File: src/rtl/cnt_log_pkg.sv
// Shared types and constants for the counter rollover logger.
// The record layout below matches the logger's default WIDTH/TS_W parameters.
package cnt_log_pkg;

    localparam int LOG_WIDTH = 4;
    localparam int LOG_TS_W  = 16;

    typedef struct packed {
        logic                 down;
        logic [LOG_WIDTH-1:0] count;
        logic [LOG_TS_W-1:0]  stamp;
    } cnt_log_rec_t;

    localparam logic [7:0] DROP_MAX = 8'd255;

    // Saturating increment for the dropped-event counter.
    function automatic logic [7:0] drop_inc(input logic [7:0] cnt);
        return (cnt == DROP_MAX) ? DROP_MAX : cnt + 8'd1;
    endfunction

endpackage

File: src/rtl/cnt_log_fifo.sv
// Synchronous first-word-fall-through FIFO with occupancy level.
// A push into a full FIFO is accepted when a pop happens in the same cycle.
module cnt_log_fifo #(
    parameter int DW    = 21,
    parameter int DEPTH = 4,
    localparam int AW   = $clog2(DEPTH),
    localparam int LW   = $clog2(DEPTH) + 1
) (
    input  logic          clk,
    input  logic          rstn,
    input  logic          push,
    input  logic [DW-1:0] push_data,
    input  logic          pop,
    output logic [DW-1:0] pop_data,
    output logic          full,
    output logic          empty,
    output logic [LW-1:0] level
);

    logic [DW-1:0] mem [DEPTH];
    logic [AW-1:0] wr_ptr;
    logic [AW-1:0] rd_ptr;
    logic [LW-1:0] level_q;
    logic [DW-1:0] last_q;
    logic          do_push;
    logic          do_pop;

    assign empty   = (level_q == '0);
    assign full    = (level_q == LW'(DEPTH));
    assign do_pop  = pop & ~empty;
    assign do_push = push & (~full | do_pop);
    assign level   = level_q;

    // When empty the output keeps showing the last record that was popped,
    // so a slot overwritten later never leaks onto the output.
    assign pop_data = empty ? last_q : mem[rd_ptr];

    always_ff @(posedge clk or negedge rstn) begin
        if (!rstn) begin
            wr_ptr  <= '0;
            rd_ptr  <= '0;
            level_q <= '0;
            last_q  <= '0;
        end else begin
            if (do_push) begin
                wr_ptr <= wr_ptr + AW'(1);
            end
            if (do_pop) begin
                rd_ptr <= rd_ptr + AW'(1);
                last_q <= mem[rd_ptr];
            end
            case ({do_push, do_pop})
                2'b10:   level_q <= level_q + LW'(1);
                2'b01:   level_q <= level_q - LW'(1);
                default: level_q <= level_q;
            endcase
        end
    end

    always_ff @(posedge clk) begin
        if (do_push) begin
            mem[wr_ptr] <= push_data;
        end
    end

endmodule

File: src/rtl/cnt_rollover_logger.sv
// Logs rising edges of a counter's rollover output as timestamped records
// in a FIFO, with a sticky overflow flag and saturating drop counter.
module cnt_rollover_logger
    import cnt_log_pkg::*;
#(
    parameter int WIDTH = 4,
    parameter int TS_W  = 16,
    parameter int DEPTH = 4
) (
    input  logic                     clk,
    input  logic                     rstn,
    input  logic [WIDTH-1:0]         count,
    input  logic                     down,
    input  logic                     load_en,
    input  logic                     rollover,
    output logic                     out_valid,
    input  logic                     out_ready,
    output logic                     out_down,
    output logic [WIDTH-1:0]         out_count,
    output logic [TS_W-1:0]          out_stamp,
    output logic [$clog2(DEPTH):0]   level,
    output logic                     overflow,
    output logic [7:0]               drop_cnt,
    input  logic                     clr_overflow
);

    localparam int REC_W = 1 + WIDTH + TS_W;

    logic [TS_W-1:0]  ts_q;
    logic             rollover_q;
    logic             ev_det;
    logic             pop;
    logic             drop;
    logic             fifo_full;
    logic             fifo_empty;
    logic [REC_W-1:0] push_rec;
    logic [REC_W-1:0] head_rec;

    // Handshake: a record transfers on any posedge where out_valid and
    // out_ready are both high; out_* stay stable while out_valid=1 and
    // out_ready=0, and out_valid never depends on out_ready.
    assign pop       = out_valid & out_ready;
    assign out_valid = ~fifo_empty;

    // Rising edge only, and never while the counter is being loaded.
    assign ev_det   = rollover & ~rollover_q & ~load_en;
    assign drop     = ev_det & fifo_full & ~pop;
    assign push_rec = {down, count, ts_q};

    always_ff @(posedge clk or negedge rstn) begin
        if (!rstn) begin
            ts_q       <= '0;
            rollover_q <= 1'b0;
        end else begin
            ts_q       <= ts_q + TS_W'(1);
            rollover_q <= rollover;
        end
    end

    // A drop in the same cycle as a clear wins and restarts the count at 1.
    always_ff @(posedge clk or negedge rstn) begin
        if (!rstn) begin
            overflow <= 1'b0;
            drop_cnt <= 8'd0;
        end else if (drop) begin
            overflow <= 1'b1;
            drop_cnt <= clr_overflow ? 8'd1 : drop_inc(drop_cnt);
        end else if (clr_overflow) begin
            overflow <= 1'b0;
            drop_cnt <= 8'd0;
        end
    end

    cnt_log_fifo #(
        .DW    (REC_W),
        .DEPTH (DEPTH)
    ) u_fifo (
        .clk       (clk),
        .rstn      (rstn),
        .push      (ev_det),
        .push_data (push_rec),
        .pop       (pop),
        .pop_data  (head_rec),
        .full      (fifo_full),
        .empty     (fifo_empty),
        .level     (level)
    );

    assign out_down  = head_rec[REC_W-1];
    assign out_count = head_rec[TS_W +: WIDTH];
    assign out_stamp = head_rec[TS_W-1:0];

endmodule

File: config.mk
export PLATFORM = sky130hd
export DESIGN_NAME = cnt_rollover_logger
export DESIGN_NICKNAME = d
export VERILOG_FILES = /design/src/rtl/cnt_log_pkg.sv /design/src/rtl/cnt_log_fifo.sv /design/src/rtl/cnt_rollover_logger.sv
export SDC_FILE = /design/constraint.sdc
export NUM_CORES = 1
export LEC_CHECK = 0
export CAP_MARGIN = 5
export CORE_MARGIN = 4
export CORE_UTILIZATION = 55
export DETAILED_ROUTE_END_ITERATION = 10
export PLACE_DENSITY_LB_ADDON = 0.12
export SYNTH_ARGS = -nofsm -noshare
export SYNTH_HDL_FRONTEND = slang
export SYNTH_SLANG_ARGS = --single-unit
File: constraint.sdc
create_clock -name clk -period 3 [get_ports clk]
set_input_delay 0.6 -clock clk [delete_from_list [all_inputs] [get_ports clk]]
set_output_delay 0.6 -clock clk [all_outputs]
set_load 0.03 [all_outputs]
==> impl_summary.txt <==
----------------------------------------------------
[Outcome]
  Outcome ... finished clean

[Finish]
  Post-route core utilization ... 69.2%
  Final Non-Filler Cells ... 579
  Post-route design area ... 6830 um2
  Fraction of layout instances using a drive strength above 1 ... 20.9%
  ANT cells ... 0
  Final nets ... 452
  Growth of design area from synthesis to finish ... 20.9%

[GRT]
  Initial antenna violation count ... 0
  Routing usage on met2 ... 31.5%
  Pin count of the biggest net entering global routing ... 29
  Met1 track demand over resource ... 26.0%
  GR met3 Demand/Resource ... 4.82%
  Remaining Overflow, GRT ... 0
  Vias in the first global route ... 3278
  Global-route layer with the greatest usage ... met2
  GR Util All Layers ... 19.6%
  First-pass GRT wire length ... 17000 um

[Logic synthesis]
  Synthesized instance count ... 365
  Fraction of the mapped netlist area in compound gates ... 1.77%
  Adder and majority cell fraction of the synthesized area ... 1.91%
  Post-synthesis register bit count ... 138
  Synthesized area per cell ... 15.5 um2
  Yosys warnings ... 0
  Async set-reset flop share out of synthesis ... 39.1%
  Sequential area share after synthesis ... 68.6%
  Fraction of the mapped netlist area in simple logic gates ... 9.88%
  Commonest register cell after synthesis ... sky130_fd_sc_hd__edfxtp_1
  Synthesized cell area ... 5650 um2
  XOR/XNOR share of the synthesized area ... 3.10%
  Combinational family with the most area after synthesis ... multiplexers
  Multiplexer share of the synthesized area ... 12.9%
  Number of distinct library cells after synthesis ... 40
  Count of flip-flops with a built-in enable after synthesis ... 84
  Net count after synthesis ... 384

[Worst hold path]
  Worst min-delay path category ... in2async

[Worst setup path]
  Number of cells traversed by the worst register-to-register path ... 9
  Category of the worst setup path capture point ... output port
  Reg2Reg Launch Point ... u_fifo.level[0]$_DFFE_PN0P_
  Nature of the critical path startpoint ... flop
  Setup Crit Path Kind ... reg2out
  Top fanout value on the critical path ... 14
  Data arrival, critical path ... 2290 ps
  Reg2reg end ... u_fifo.level[2]$_DFFE_PN0P_
  Data required time at the worst endpoint ... 2400 ps
  Setup slack of the worst register-to-register path ... 700 ps

[Floorplan]
  Width of the chip ... 109 um
  Area of the die ... 11900 um2
  # IOs ... 45
  # rows ... 36
  Core outline area ... 9860 um2
  Initial Util ... 57.2%
  Die outline height ... 109 um

[CTS]
  CTS tree ... built
  Clock Tree Buf Depth ... 2
  TritonCTS sink count ... 138
  H-tree depth ... 4
  Clk pin slew, worst setup/hold paths ... 50 ps
  CTS root buffer ... sky130_fd_sc_hd__clkbuf_8
  Post-CTS Repair Setup Buffers ... 0
  Number of buffers inserted during clock tree synthesis ... 17
  Clock latency on the worst-skew pair ... 510 ps

[STA]
  Fin Hold WS ... 131 ps
  Total Negative Setup Slacks ... 0 ps
  Clock period minus final worst setup slack ... 2890 ps
  Final-report max-slew violation count ... 0
  Fin. Hold Viols ... 0
  Unrepaired setup endpoints after global routing ... no
  Post-route worst setup slack ... 112 ps
  Final setup fails ... 0
  Share of the clock period used by the worst path ... 96.3%
  Relative max-transition margin ... 53.2%
  FMAX ... 346 MHz
  Slew at the pin closest to its max-slew limit ... 702 ps
  Maximum clock skew at final layout ... 5.95 ps

[Routing]
  Routed Antenna Nets ... 0
  Wire length after detailed routing ... 10400 um
  Number of DRC violations after detailed routing ... 0
  Routed via count divided by cell count ... 5.47
  Length of the first detailed-routing pass in iterations ... 4
  Overall via count from detail_route ... 3166
  1st-iter DRT viols ... 175
  Routed len/inst ... 17.9 um

[Place]
  HPWL after detailed placement ... 6670 um
  Post-DP Area ... 6350 um2
  Worst setup slack after placement ... 120 ps
  Number of instances in the placed design ... 547
  Global placement routability congestion ... 0.747
  Count of input and output buffers ... 44

[Job]
  Total of max-cap violations ... 0

[Pwr]
  Total power draw ... 6.21 mW
  PD cells ... 910 nW/um2
  Leakage power ... 2.73 nW
  Max IR drop VDD ... 0.451 mV

----------------------------------------------------
layout by cell type (no fill, tap or decap), drive strengths merged, types with 4 or more instances in the layout:
| master | count |
|---|---|
| edfxtp | 84 |
| nand2 | 70 |
| dfrtp | 54 |
| clkbuf | 27 |
| mux2 | 22 |
| clkdlybuf4s50 | 22 |
| mux4 | 21 |
| buf | 21 |
| dlygate4sd2 | 20 |
| xnor2 | 14 |
| inv | 11 |
| nor3 | 8 |
| ha | 7 |
| nor2 | 7 |
| nand3 | 6 |
| xor2 | 6 |
| nand4 | 5 |
| clkinv | 5 |
| and3 | 4 |
| and2 | 4 |
| a21oi | 4 |
| o21ai | 4 |
worst max-delay path: stages (launching register included):
cell	delay, ps
sky130_fd_sc_hd__dfrtp_1	400
sky130_fd_sc_hd__buf_12	190
sky130_fd_sc_hd__mux4_2	540
sky130_fd_sc_hd__mux2_2	280
sky130_fd_sc_hd__dlygate4sd2_1	350
how the worst max path moves through the flow:
stage,start,to,slack [ps],cells after the start
after floorplan,out_ready,u_fifo.level[2]$_DFFE_PN0P_,470,10
after global placement,out_ready,u_fifo.level[2]$_DFFE_PN0P_,210,10
after detailed placement,out_ready,u_fifo.level[2]$_DFFE_PN0P_,120,10
after CTS,u_fifo.rd_ptr[0]$_DFFE_PN0P_,out_stamp[1],50,4
after global routing,u_fifo.rd_ptr[0]$_DFFE_PN0P_,out_stamp[6],10,4
final,u_fifo.rd_ptr[0]$_DFFE_PN0P_,out_stamp[6],110,4
cell type report:
class                           instances  area, um2
Multi-Input combinational cell        202       1670
Sequential cell                       138       3870
Clock inverter                          5       22.5
Fill cell                             668       3040
Tap cell                              133        166
Inverter                               11       41.3
Timing Repair Buffer                   63        579
Clock buffer                           27        472
what timing repair did:
action	in CTS	in global routing
resized for setup	20	1
setup endpoints to repair	20	3
hold buffers	0	0
power by group:
group / switching (mW) / internal [mW] / total [mW]
clock: 0.680 / 1.05 / 1.73
combinational: 1.19 / 0.901 / 2.09
sequential: 0.132 / 2.26 / 2.39
per-layer routing:
metal  routed length [um]  up-vias  part of all wire, %
met4                  163        0                  1.6
met5                    0        -                    0
met1                 4480     1599                   43
li1                     -     1481                    -
met3                  514       13                  5.0
met2                 5200       73                   50
synth_stat cells (6+ instances only):
master                     number  area share (%)
sky130_fd_sc_hd__clkbuf_1       6            0.40
sky130_fd_sc_hd__dfrtp_1       54              24
sky130_fd_sc_hd__edfxtp_1      84              45
sky130_fd_sc_hd__ha_1           7             1.6
sky130_fd_sc_hd__inv_1         10            0.66
sky130_fd_sc_hd__mux2_2        22             4.4
sky130_fd_sc_hd__mux4_2        21             8.4
sky130_fd_sc_hd__nand2_1       70             4.7
sky130_fd_sc_hd__nand3_1        6            0.53
sky130_fd_sc_hd__nor2_1         6            0.40
sky130_fd_sc_hd__nor3_1         7            0.62
sky130_fd_sc_hd__xnor2_1       14             2.2
sky130_fd_sc_hd__xor2_1         6            0.93
sequential cells by signal (all words and copies together), names as in the netlist:
| signal | cells |
|---|---|
| drop_cnt | 8 |
| u_fifo.rd_ptr | 2 |
| u_fifo.mem | 84 |
| rollover_q | 1 |
| u_fifo.level | 3 |
| u_fifo.last_q | 21 |
| ts_q | 16 |
| u_fifo.wr_ptr | 2 |
| overflow | 1 |
cell families (layout without fill, tap and decap cells):
kind of cell	Yosys count	count (layout)
compound gates	15	15
buf+inv	25	106
mux	44	44
xor+xnor	20	20
simple gates	115	115
flops	138	138
fa+ha+maj	8	8
Note: power is estimated with default switching activity, not from simulation.
